[config.mk]
export PLATFORM = sky130hd
export DESIGN_NAME = pb_prog_loader
export DESIGN_NICKNAME = d
export VERILOG_FILES = /design/src/rtl/pb_loader_pkg.sv /design/src/rtl/pb_loader_wordpack.sv /design/src/rtl/pb_prog_loader.sv
export SDC_FILE = /design/constraint.sdc
export NUM_CORES = 1
export LEC_CHECK = 0
export CAP_MARGIN = 10
export CORE_MARGIN = 3
export CORE_UTILIZATION = 55
export DETAILED_ROUTE_END_ITERATION = 10
export PLACE_DENSITY = 0.76
export SYNTH_ARGS = -nofsm -noshare
export SYNTH_HDL_FRONTEND = slang
export SYNTH_SLANG_ARGS = --single-unit
[constraint.sdc]
create_clock -name clk -period 4.4 [get_ports clk]
set_input_delay 0.66 -clock clk [delete_from_list [all_inputs] [get_ports clk]]
set_output_delay 0.66 -clock clk [all_outputs]
set_load 0.005 [all_outputs]
[src/rtl/pb_loader_pkg.sv]
// Shared types and constants for the PicoBlaze program loader.
package pb_loader_pkg;

    localparam int unsigned PROG_DEPTH = 1024;
    localparam int unsigned PROG_AW    = 10;
    localparam int unsigned INSTR_W    = 18;

    // Loader frame states.
    typedef enum logic [2:0] {
        StIdle,
        StHdr,
        StData,
        StCsum,
        StDone,
        StErr
    } ld_state_e;

    localparam logic [1:0] ERR_NONE = 2'd0;
    localparam logic [1:0] ERR_LEN  = 2'd1;
    localparam logic [1:0] ERR_CSUM = 2'd2;
    localparam logic [1:0] ERR_TMO  = 2'd3;

    // Word count is legal when it covers 1..PROG_DEPTH words.
    function automatic logic cnt_legal(input logic [15:0] cnt);
        return (cnt != 16'd0) && (cnt <= 16'(PROG_DEPTH));
    endfunction

endpackage

[src/rtl/pb_loader_wordpack.sv]
// Assembles three MSB-first bytes into one 18-bit instruction word.
// The third byte is used directly so the word is ready in its handshake cycle.
module pb_loader_wordpack
    import pb_loader_pkg::*;
(
    input  logic               clk,
    input  logic               rst_n,
    input  logic               clr_i,
    input  logic               byte_valid_i,
    input  logic [7:0]         byte_i,
    output logic [INSTR_W-1:0] word_o,
    output logic               word_rdy_o
);

    logic [1:0] idx_q, idx_d;
    logic [1:0] hi_q, hi_d;
    logic [7:0] mid_q, mid_d;

    // Byte index and partial-word registers.
    always_ff @(posedge clk or negedge rst_n) begin
        if (!rst_n) begin
            idx_q <= 2'd0;
            hi_q  <= 2'd0;
            mid_q <= 8'd0;
        end else begin
            idx_q <= idx_d;
            hi_q  <= hi_d;
            mid_q <= mid_d;
        end
    end

    // Capture B0[1:0] and B1, advance the index modulo 3.
    always_comb begin
        idx_d = idx_q;
        hi_d  = hi_q;
        mid_d = mid_q;
        if (clr_i) begin
            idx_d = 2'd0;
        end else if (byte_valid_i) begin
            unique case (idx_q)
                2'd0: begin
                    hi_d  = byte_i[1:0];
                    idx_d = 2'd1;
                end
                2'd1: begin
                    mid_d = byte_i;
                    idx_d = 2'd2;
                end
                default: idx_d = 2'd0;
            endcase
        end
    end

    // Word output and completion pulse.
    always_comb begin
        word_o     = {hi_q, mid_q, byte_i};
        word_rdy_o = byte_valid_i && !clr_i && (idx_q == 2'd2);
    end

endmodule

[src/rtl/pb_prog_loader.sv]
// Streams a checksummed program image from a byte source into the PicoBlaze
// program RAM write port, holding the CPU in reset until a frame verifies.
module pb_prog_loader
    import pb_loader_pkg::*;
#(
    parameter logic [7:0]  SYNC_BYTE   = 8'hA5,
    parameter int unsigned TIMEOUT_CYC = 1000000,
    parameter bit          BOOT_HOLD   = 1'b1
) (
    input  logic               clk,
    input  logic               rst_n,
    input  logic [7:0]         rx_data_i,
    input  logic               rx_valid_i,
    output logic               rx_ready_o,
    output logic               ram_we_o,
    output logic [PROG_AW-1:0] ram_addr_o,
    output logic [INSTR_W-1:0] ram_data_o,
    output logic               cpu_rst_o,
    output logic               busy_o,
    output logic               done_o,
    output logic               err_o,
    output logic [1:0]         err_code_o
);

    // Gap counter only has to reach TIMEOUT_CYC-1; the next idle cycle fires.
    localparam int unsigned GapW = (TIMEOUT_CYC > 1) ? $clog2(TIMEOUT_CYC) : 1;
    localparam logic [GapW-1:0] GapMax = GapW'(TIMEOUT_CYC - 1);

    ld_state_e state_q, state_d;

    logic [1:0]         hdr_idx_q, hdr_idx_d;
    logic [7:0]         cnt_h_q, cnt_h_d;
    logic [10:0]        wcnt_q, wcnt_d;
    logic [PROG_AW-1:0] addr_q, addr_d;
    logic [7:0]         sum_q, sum_d;
    logic [GapW-1:0]    gap_q, gap_d;

    logic               ram_we_q, ram_we_d;
    logic [PROG_AW-1:0] ram_addr_q, ram_addr_d;
    logic [INSTR_W-1:0] ram_data_q, ram_data_d;
    logic               cpu_rst_q, cpu_rst_d;
    logic               done_q, done_d;
    logic [1:0]         err_code_q, err_code_d;

    logic               busy;
    logic               is_sync;
    logic               tmo;
    logic [7:0]         byte_sum;
    logic [15:0]        cnt_full;
    logic               pack_clr;
    logic               pack_valid;
    logic [INSTR_W-1:0] pack_word;
    logic               pack_rdy;

    // Decode helpers shared by the next-state logic.
    always_comb begin
        busy       = (state_q == StHdr) || (state_q == StData) || (state_q == StCsum);
        is_sync    = rx_valid_i && (rx_data_i == SYNC_BYTE);
        byte_sum   = sum_q + rx_data_i;
        cnt_full   = {cnt_h_q, rx_data_i};
        // An accepted byte always beats an expiring timeout.
        tmo        = busy && !rx_valid_i && (gap_q == GapMax);
        pack_clr   = (state_q != StData);
        pack_valid = rx_valid_i && (state_q == StData);
    end

    pb_loader_wordpack u_wordpack (
        .clk          (clk),
        .rst_n        (rst_n),
        .clr_i        (pack_clr),
        .byte_valid_i (pack_valid),
        .byte_i       (rx_data_i),
        .word_o       (pack_word),
        .word_rdy_o   (pack_rdy)
    );

    // State, counters and registered outputs.
    always_ff @(posedge clk or negedge rst_n) begin
        if (!rst_n) begin
            state_q    <= StIdle;
            hdr_idx_q  <= 2'd0;
            cnt_h_q    <= 8'd0;
            wcnt_q     <= 11'd0;
            addr_q     <= '0;
            sum_q      <= 8'd0;
            gap_q      <= '0;
            ram_we_q   <= 1'b0;
            ram_addr_q <= '0;
            ram_data_q <= '0;
            cpu_rst_q  <= BOOT_HOLD;
            done_q     <= 1'b0;
            err_code_q <= ERR_NONE;
        end else begin
            state_q    <= state_d;
            hdr_idx_q  <= hdr_idx_d;
            cnt_h_q    <= cnt_h_d;
            wcnt_q     <= wcnt_d;
            addr_q     <= addr_d;
            sum_q      <= sum_d;
            gap_q      <= gap_d;
            ram_we_q   <= ram_we_d;
            ram_addr_q <= ram_addr_d;
            ram_data_q <= ram_data_d;
            cpu_rst_q  <= cpu_rst_d;
            done_q     <= done_d;
            err_code_q <= err_code_d;
        end
    end

    // Frame parser: next state, counters, checksum and output strobes.
    always_comb begin
        state_d    = state_q;
        hdr_idx_d  = hdr_idx_q;
        cnt_h_d    = cnt_h_q;
        wcnt_d     = wcnt_q;
        addr_d     = addr_q;
        sum_d      = sum_q;
        gap_d      = gap_q;
        ram_we_d   = 1'b0;
        ram_addr_d = ram_addr_q;
        ram_data_d = ram_data_q;
        cpu_rst_d  = cpu_rst_q;
        done_d     = 1'b0;
        err_code_d = err_code_q;

        if (busy) begin
            if (rx_valid_i) begin
                gap_d = '0;
            end else if (!tmo) begin
                gap_d = gap_q + GapW'(1);
            end
        end

        unique case (state_q)
            StIdle, StDone, StErr: begin
                if (is_sync) begin
                    state_d    = StHdr;
                    cpu_rst_d  = 1'b1;
                    err_code_d = ERR_NONE;
                    sum_d      = 8'd0;
                    hdr_idx_d  = 2'd0;
                    gap_d      = '0;
                end
            end

            StHdr: begin
                if (rx_valid_i) begin
                    sum_d     = byte_sum;
                    hdr_idx_d = hdr_idx_q + 2'd1;
                    unique case (hdr_idx_q)
                        2'd0: addr_d[PROG_AW-1:8] = rx_data_i[1:0];
                        2'd1: addr_d[7:0] = rx_data_i;
                        2'd2: cnt_h_d = rx_data_i;
                        default: begin
                            if (cnt_legal(cnt_full)) begin
                                state_d = StData;
                                wcnt_d  = cnt_full[10:0];
                            end else begin
                                state_d    = StErr;
                                err_code_d = ERR_LEN;
                            end
                        end
                    endcase
                end
            end

            StData: begin
                if (rx_valid_i) begin
                    sum_d = byte_sum;
                end
                if (pack_rdy) begin
                    ram_we_d   = 1'b1;
                    ram_addr_d = addr_q;
                    ram_data_d = pack_word;
                    // Address wraps naturally at the RAM depth.
                    addr_d     = addr_q + PROG_AW'(1);
                    wcnt_d     = wcnt_q - 11'd1;
                    if (wcnt_q == 11'd1) begin
                        state_d = StCsum;
                    end
                end
            end

            StCsum: begin
                if (rx_valid_i) begin
                    sum_d = byte_sum;
                    if (byte_sum == 8'd0) begin
                        state_d   = StDone;
                        done_d    = 1'b1;
                        cpu_rst_d = 1'b0;
                    end else begin
                        state_d    = StErr;
                        err_code_d = ERR_CSUM;
                    end
                end
            end

            default: state_d = StIdle;
        endcase

        if (tmo) begin
            state_d    = StErr;
            err_code_d = ERR_TMO;
        end
    end

    // Output mapping; the loader never back-pressures the byte source.
    always_comb begin
        rx_ready_o = 1'b1;
        ram_we_o   = ram_we_q;
        ram_addr_o = ram_addr_q;
        ram_data_o = ram_data_q;
        cpu_rst_o  = cpu_rst_q;
        busy_o     = busy;
        done_o     = done_q;
        err_o      = (state_q == StErr);
        err_code_o = err_code_q;
    end

endmodule
==> impl_metrics.ini, run 1 <==
[drt]
drt-initial-drc-count = 312
routed_wl_mm = 12.4
via_count = 4370
ant_nets = 0
drc = 0
routedWlPerCell_um = 17.2
via_per_inst = 6.07
drt-pass1-iter-count = 7

[synthesis]
async_flop_share_pct = 100
ys_warn_count = 0
seq_area_frac_synth_pct = 47.9
synth.top_cells.by_count = dfrtp_1 (106), nor2_1 (55), nand2_1 (48), mux2_2 (41), a21oi_1 (28)
synth_nets = 569
synth_ff_type = dfrtp_1
syn_area_um2 = 5590
synth_top_area_share_pct = 47.4
synth_area_per_cell_um2 = 10.3
synth_edf_count = 0
synthCells = 542
synth.most_common_cell = dfrtp_1
ys_seq_elements = 107
synthTopCellsByArea = dfrtp_1 (47%), mux2_2 (8.3%), nor2_1 (3.7%)
synth.distinct_cells = 71
synth.largest_area_cell = dfrtp_1

[floorplan]
std_cell_rows = 36
coreArea_um2 = 9820
die_width_um = 107
io_pins = 47
die_area_um2 = 11400
initial_utilization_pct = 56.9
fp.dieH_um = 107

[place]
dp.cells = 704
numPortBuffers = 45
place_area_um2 = 6120
dpl.hpwl_mm = 8.58
place_congestion = 0.913

[worst_setup_path]
worstPathArrival_ps = 3580
crit_type = in2reg
cp-end-kind = register
ff2ff_path_depth = 7
r2r-start = state_q[1]$_DFFE_PN0P_
cp-start-kind = input pin
crit_fanout = 4
worstReg2RegEnd = addr_q[0]$_DFFE_PN0P_
critPathRequiredTime_ps = 4680
r2r_slack_ps = 1420

[sta]
worst_pin_slew_ps = 976
slew_headroom_pct = 34.9
fin_crit_sh_pct = 75.0
setup_viol = 0
setup-tns-final_ps = 0
maxSlewViolCount = 0
hold_viol_final = 0
min_period_ps = 3300
maxClockFrequency_ghz = 0.303
fin_skew_ps = 15.0
rsz0062_at_grt = false

[clocking]
htreeDepth = 3
cts-root-buf = clkbuf_8
cts_tree = yes
cts_resized = 0
hold_buffers = 0
postCtsSetupBuffers = 0
clk_latency_ps = 380
cts.sinks = 107
clk_pin_slew_worst_paths_ps = 110
numCtsBuffers = 9
cts_buffer_depth = 2

[finish]
finalNonFillerCells = 720
diodes = 0
nets = 609
syn_to_final_growth_pct = 12.6
n_fill_cell = 828
layout-drive-gt1-share_pct = 12.9
design_area_um2 = 6300

[grt]
antenna_found_initial = 0
grt_usage_pct = 22.8
grt_pass1_wl_mm = 20.7
grt_pass1_vias = 4178
grt_overflow = 0
grt_max_degree = 79

[pwr]
p_leak_uw = 0.00276
cellPowerDensity_nw_per_um2 = 477
vdd_drop_max_mv = 0.439

[status]
status = complete, no violations

[flow_run]
cap_violations = 0

[hold_path]
worstHoldPathType = in2async
-- layer usage --
| metal | vias to the layer above | global-route usage [%] | routed length [µm] | part of all wire (%) |
|---|---|---|---|---|
| met5 | - | 0 | 0 | 0 |
| met4 | 0 | 6.21 | 207 | 1.7 |
| met3 | 21 | 5.12 | 714 | 5.8 |
| met2 | 140 | 36.3 | 5820 | 47 |
| met1 | 2171 | 31.7 | 5610 | 45 |
| li1 | 2038 | - | - | - |
-- power by group --
group / total [µW] / switching (µW) / internal (µW)
clock network: 554 / 346 / 209
registers: 1430 / 235 / 1200
logic: 1010 / 578 / 436
-- metrics by stage --
stage	total power [µW]	hold slack [ps]	setup WS [ps]	utilization, %
final	3000	432	1100	64.1
after global routing	3210	508	985	64.1
after CTS	3000	469	1160	64.1
after detailed placement	2440	484	866	62.3
after global placement	2390	474	949	62.3
after floorplan	2140	364	1660	-
-- cell type report --
type | instances | area (µm²) | area share, %
clock buffer | 9 | 124 | 1.97
inverter | 19 | 72.6 | 1.15
tap | 133 | 166 | 2.64
clock inverter | 7 | 51.3 | 0.815
timing repair buffer | 51 | 493 | 7.83
multi-input combinational | 394 | 2710 | 43.1
sequential | 107 | 2680 | 42.5
-- how the worst max path moves through the flow --
stage | start | to
floorplan | rx_data_i[0] | state_q[0]$_DFFE_PN0P_
global placement | rx_data_i[0] | state_q[0]$_DFFE_PN0P_
detailed placement | rx_data_i[0] | state_q[0]$_DFFE_PN0P_
CTS | rx_data_i[0] | state_q[0]$_DFFE_PN0P_
global route | rx_data_i[1] | state_q[0]$_DFFE_PN0P_
finish | rx_data_i[0] | state_q[0]$_DFFE_PN0P_
-- registers in the layout (all words and copies together), names as in the netlist, 3 cells and up --
register and cells:
u_wordpack.mid_q 8, sum_q 8, ram_addr_o 10, addr_q 10
cnt_h_q 8, gap_q 20, ram_data_o 18, state_q 3
wcnt_q 11
-- critical path, stage by stage --
cell	delay, ps
clkdlybuf4s50_1	480
ha_1	270
fa_1	420
a211oi_1	480
o21ba_2	260
o221ai_1	110
nor3_1	400
nand4_1	170
a211o_1	320
-- cell usage in the layout (no fill, tap or decap), types with 6 or more instances in the layout --
cell type / instances
a21oi_1: 28
clkbuf_8: 9
nor4_1: 7
nand2_1: 48
o22a_1: 6
nand4_1: 9
o21ai_0: 21
clkdlybuf4s50_1: 44
nand3_1: 18
xor2_1: 8
a31oi_1: 6
ha_1: 15
o21a_1: 6
mux2_2: 41
buf_4: 7
inv_1: 18
nor2_1: 55
xnor2_1: 12
nor3_1: 14
dfrtp_1: 106
-- logic make-up after synthesis --
| kind of cell | after synthesis | share of synthesized area [%] |
|---|---|---|
| compound gates | 117 | 14.4 |
| xor+xnor | 20 | 3.13 |
| fa+ha+maj | 16 | 3.71 |
| buf+inv | 41 | 3.69 |
| flops | 107 | 47.9 |
| mux | 48 | 9.62 |
| other cells | 1 | 0.0671 |
| simple gates | 192 | 17.4 |
(Power assumes the default switching activity.)
==> inputs of run 2 (changes only) <==
CORE_UTILIZATION = 53   (was 55)
PLACE_DENSITY = 0.77   (was 0.76)
clock period = 2.9 ns   (was 4.4 ns; I/O delays follow)
==> impl_metrics.ini, run 2 (synthesis gave the netlist of run 1 again) <==
[status]
status = complete, no violations

[drt]
ant_nets = 0
drt-initial-drc-count = 235
drt-pass1-iter-count = 5
via_count = 4429
via_per_inst = 5.95
routed_wl_mm = 12.5
routedWlPerCell_um = 16.8
drc = 0

[worst_setup_path]
r2r-start = sum_q[0]$_DFFE_PN0P_
ff2ff_path_depth = 8
cp_cell_sequence = clkdlybuf4s50_1, ha_1, fa_1, a211oi_1, o21ba_2, o221ai_1, nor3_1, nand4_1, a211o_1
worstPathArrival_ps = 2920
crit_fanout = 2
worstReg2RegEnd = state_q[0]$_DFFE_PN0P_
cp-end-kind = register
cp-start-kind = input pin
crit_type = in2reg
cp_num_buf_inv = 1
crit_slowest_cell = clkdlybuf4s50_1
cpPeakStageDelay_ps = 430
critPathRequiredTime_ps = 3170
cp_top_family = compound AO/OA/AOI/OAI gates
r2r_slack_ps = 370
critPathLaunch = rx_data_i[0]

[finish]
top_register = gap_q
diodes = 0
layout_common_cells = dfrtp_1 (106), nor2_1 (55), nand2_1 (48)
layout-drive-gt1-share_pct = 16.2
layout.cells.most_common = dfrtp_1
post-route-util_pct = 65.0
largest_reg_flops = 20
syn_to_final_growth_pct = 16.3
nets = 633
design_area_um2 = 6500

[pwr]
p_total_uw = 4650
vdd_drop_max_mv = 0.542
p_leak_uw = 0.00288
cellPowerDensity_nw_per_um2 = 715

[clocking]
htreeDepth = 3
cts_buffer_depth = 2
hold_buffers = 0
cts_tree = yes
numCtsBuffers = 9
cts-root-buf = clkbuf_8
cts.sinks = 107
clk_latency_ps = 380
cts_resized = 0
clk_pin_slew_worst_paths_ps = 100
postCtsSetupBuffers = 0

[place]
place_area_um2 = 6310
numPortBuffers = 45
place_congestion = 0.910
dpl.hpwl_mm = 8.76

[sta]
rsz0062_at_grt = false
setup_viol = 0
maxSlewViolCount = 0
maxClockFrequency_ghz = 0.376
hold_viol_final = 0
slew_headroom_pct = 53.3
hold_slack_ps = 88.5
fin_skew_ps = 18.4
min_period_ps = 2660
fin_crit_sh_pct = 91.6
worst_pin_slew_ps = 700
setup-tns-final_ps = 0

[grt]
grt_max_degree = 55
grt_usage_pct = 22.6
grt_pass1_wl_mm = 21.3
grt_overflow = 0
grt_pass1_vias = 4322
antenna_found_initial = 0

[flow_run]
cap_violations = 0

[floorplan]
std_cell_rows = 36
fp.dieH_um = 109
die_area_um2 = 11800
initial_utilization_pct = 55.9
die_width_um = 109
coreArea_um2 = 10000
io_pins = 47

[hold_path]
worstHoldPathType = in2async
==> run 2: metrics by stage <==
stage	worst slack, ps	cells
after floorplan	387	542
after global placement	7.00	728
after detailed placement	-132	728
after CTS	238	744
after global routing	59.5	744
final	244	744
==> run 2: area by class of cell <==
type / instances / area (µm²)
clock buffer: 13 / 159
clock inverter: 3 / 22.5
fill: 824 / 3500
inverter: 19 / 72.6
multi-input combinational: 394 / 2720
sequential: 107 / 2680
tap: 133 / 166
timing repair buffer: 75 / 686
==> run 2: worst reg2reg max path, cell delays in order, from the launching register on <==
cell      delay, ps
dfrtp_1         390
ha_1            220
fa_1            410
a211oi_1        310
o21ba_2         210
o221ai_1        130
nor3_1          300
nand4_1         150
a211o_1         300
==> run 2: metal layers <==
metal / GRT usage [%] / vias up / share of wire (%)
li1: - / 2095 / -
met4: 5.14 / 0 / 1.2
met3: 4.91 / 16 / 6.0
met5: 0 / - / 0
met1: 31.5 / 2172 / 44
met2: 36.6 / 146 / 48
==> run 2: worst max-delay path by stage <==
stage,end,slack (ps),cells past startpoint
floorplan,state_q[0]$_DFFE_PN0P_,390,8
global placement,state_q[0]$_DFFE_PN0P_,7,9
detailed placement,err_code_o[0]$_DFFE_PN0P_,-130,9
CTS,state_q[0]$_DFFE_PN0P_,240,9
global route,state_q[0]$_DFFE_PN0P_,60,9
finish,state_q[0]$_DFFE_PN0P_,240,9
==> run 2: where the power goes <==
| group | internal [µW] | switching, µW |
|---|---|---|
| sequential | 1820 | 321 |
| clock | 360 | 493 |
| combinational | 750 | 908 |
| total | 2930 | 1720 |
==> inputs of run 3 (changes only) <==
CTS_CLUSTER_SIZE = 10   (was default)
SLEW_MARGIN = 0   (was default)
==> results of run 3 <==
Same layout as run 2: the final DEF is identical, and so are final timing and power.
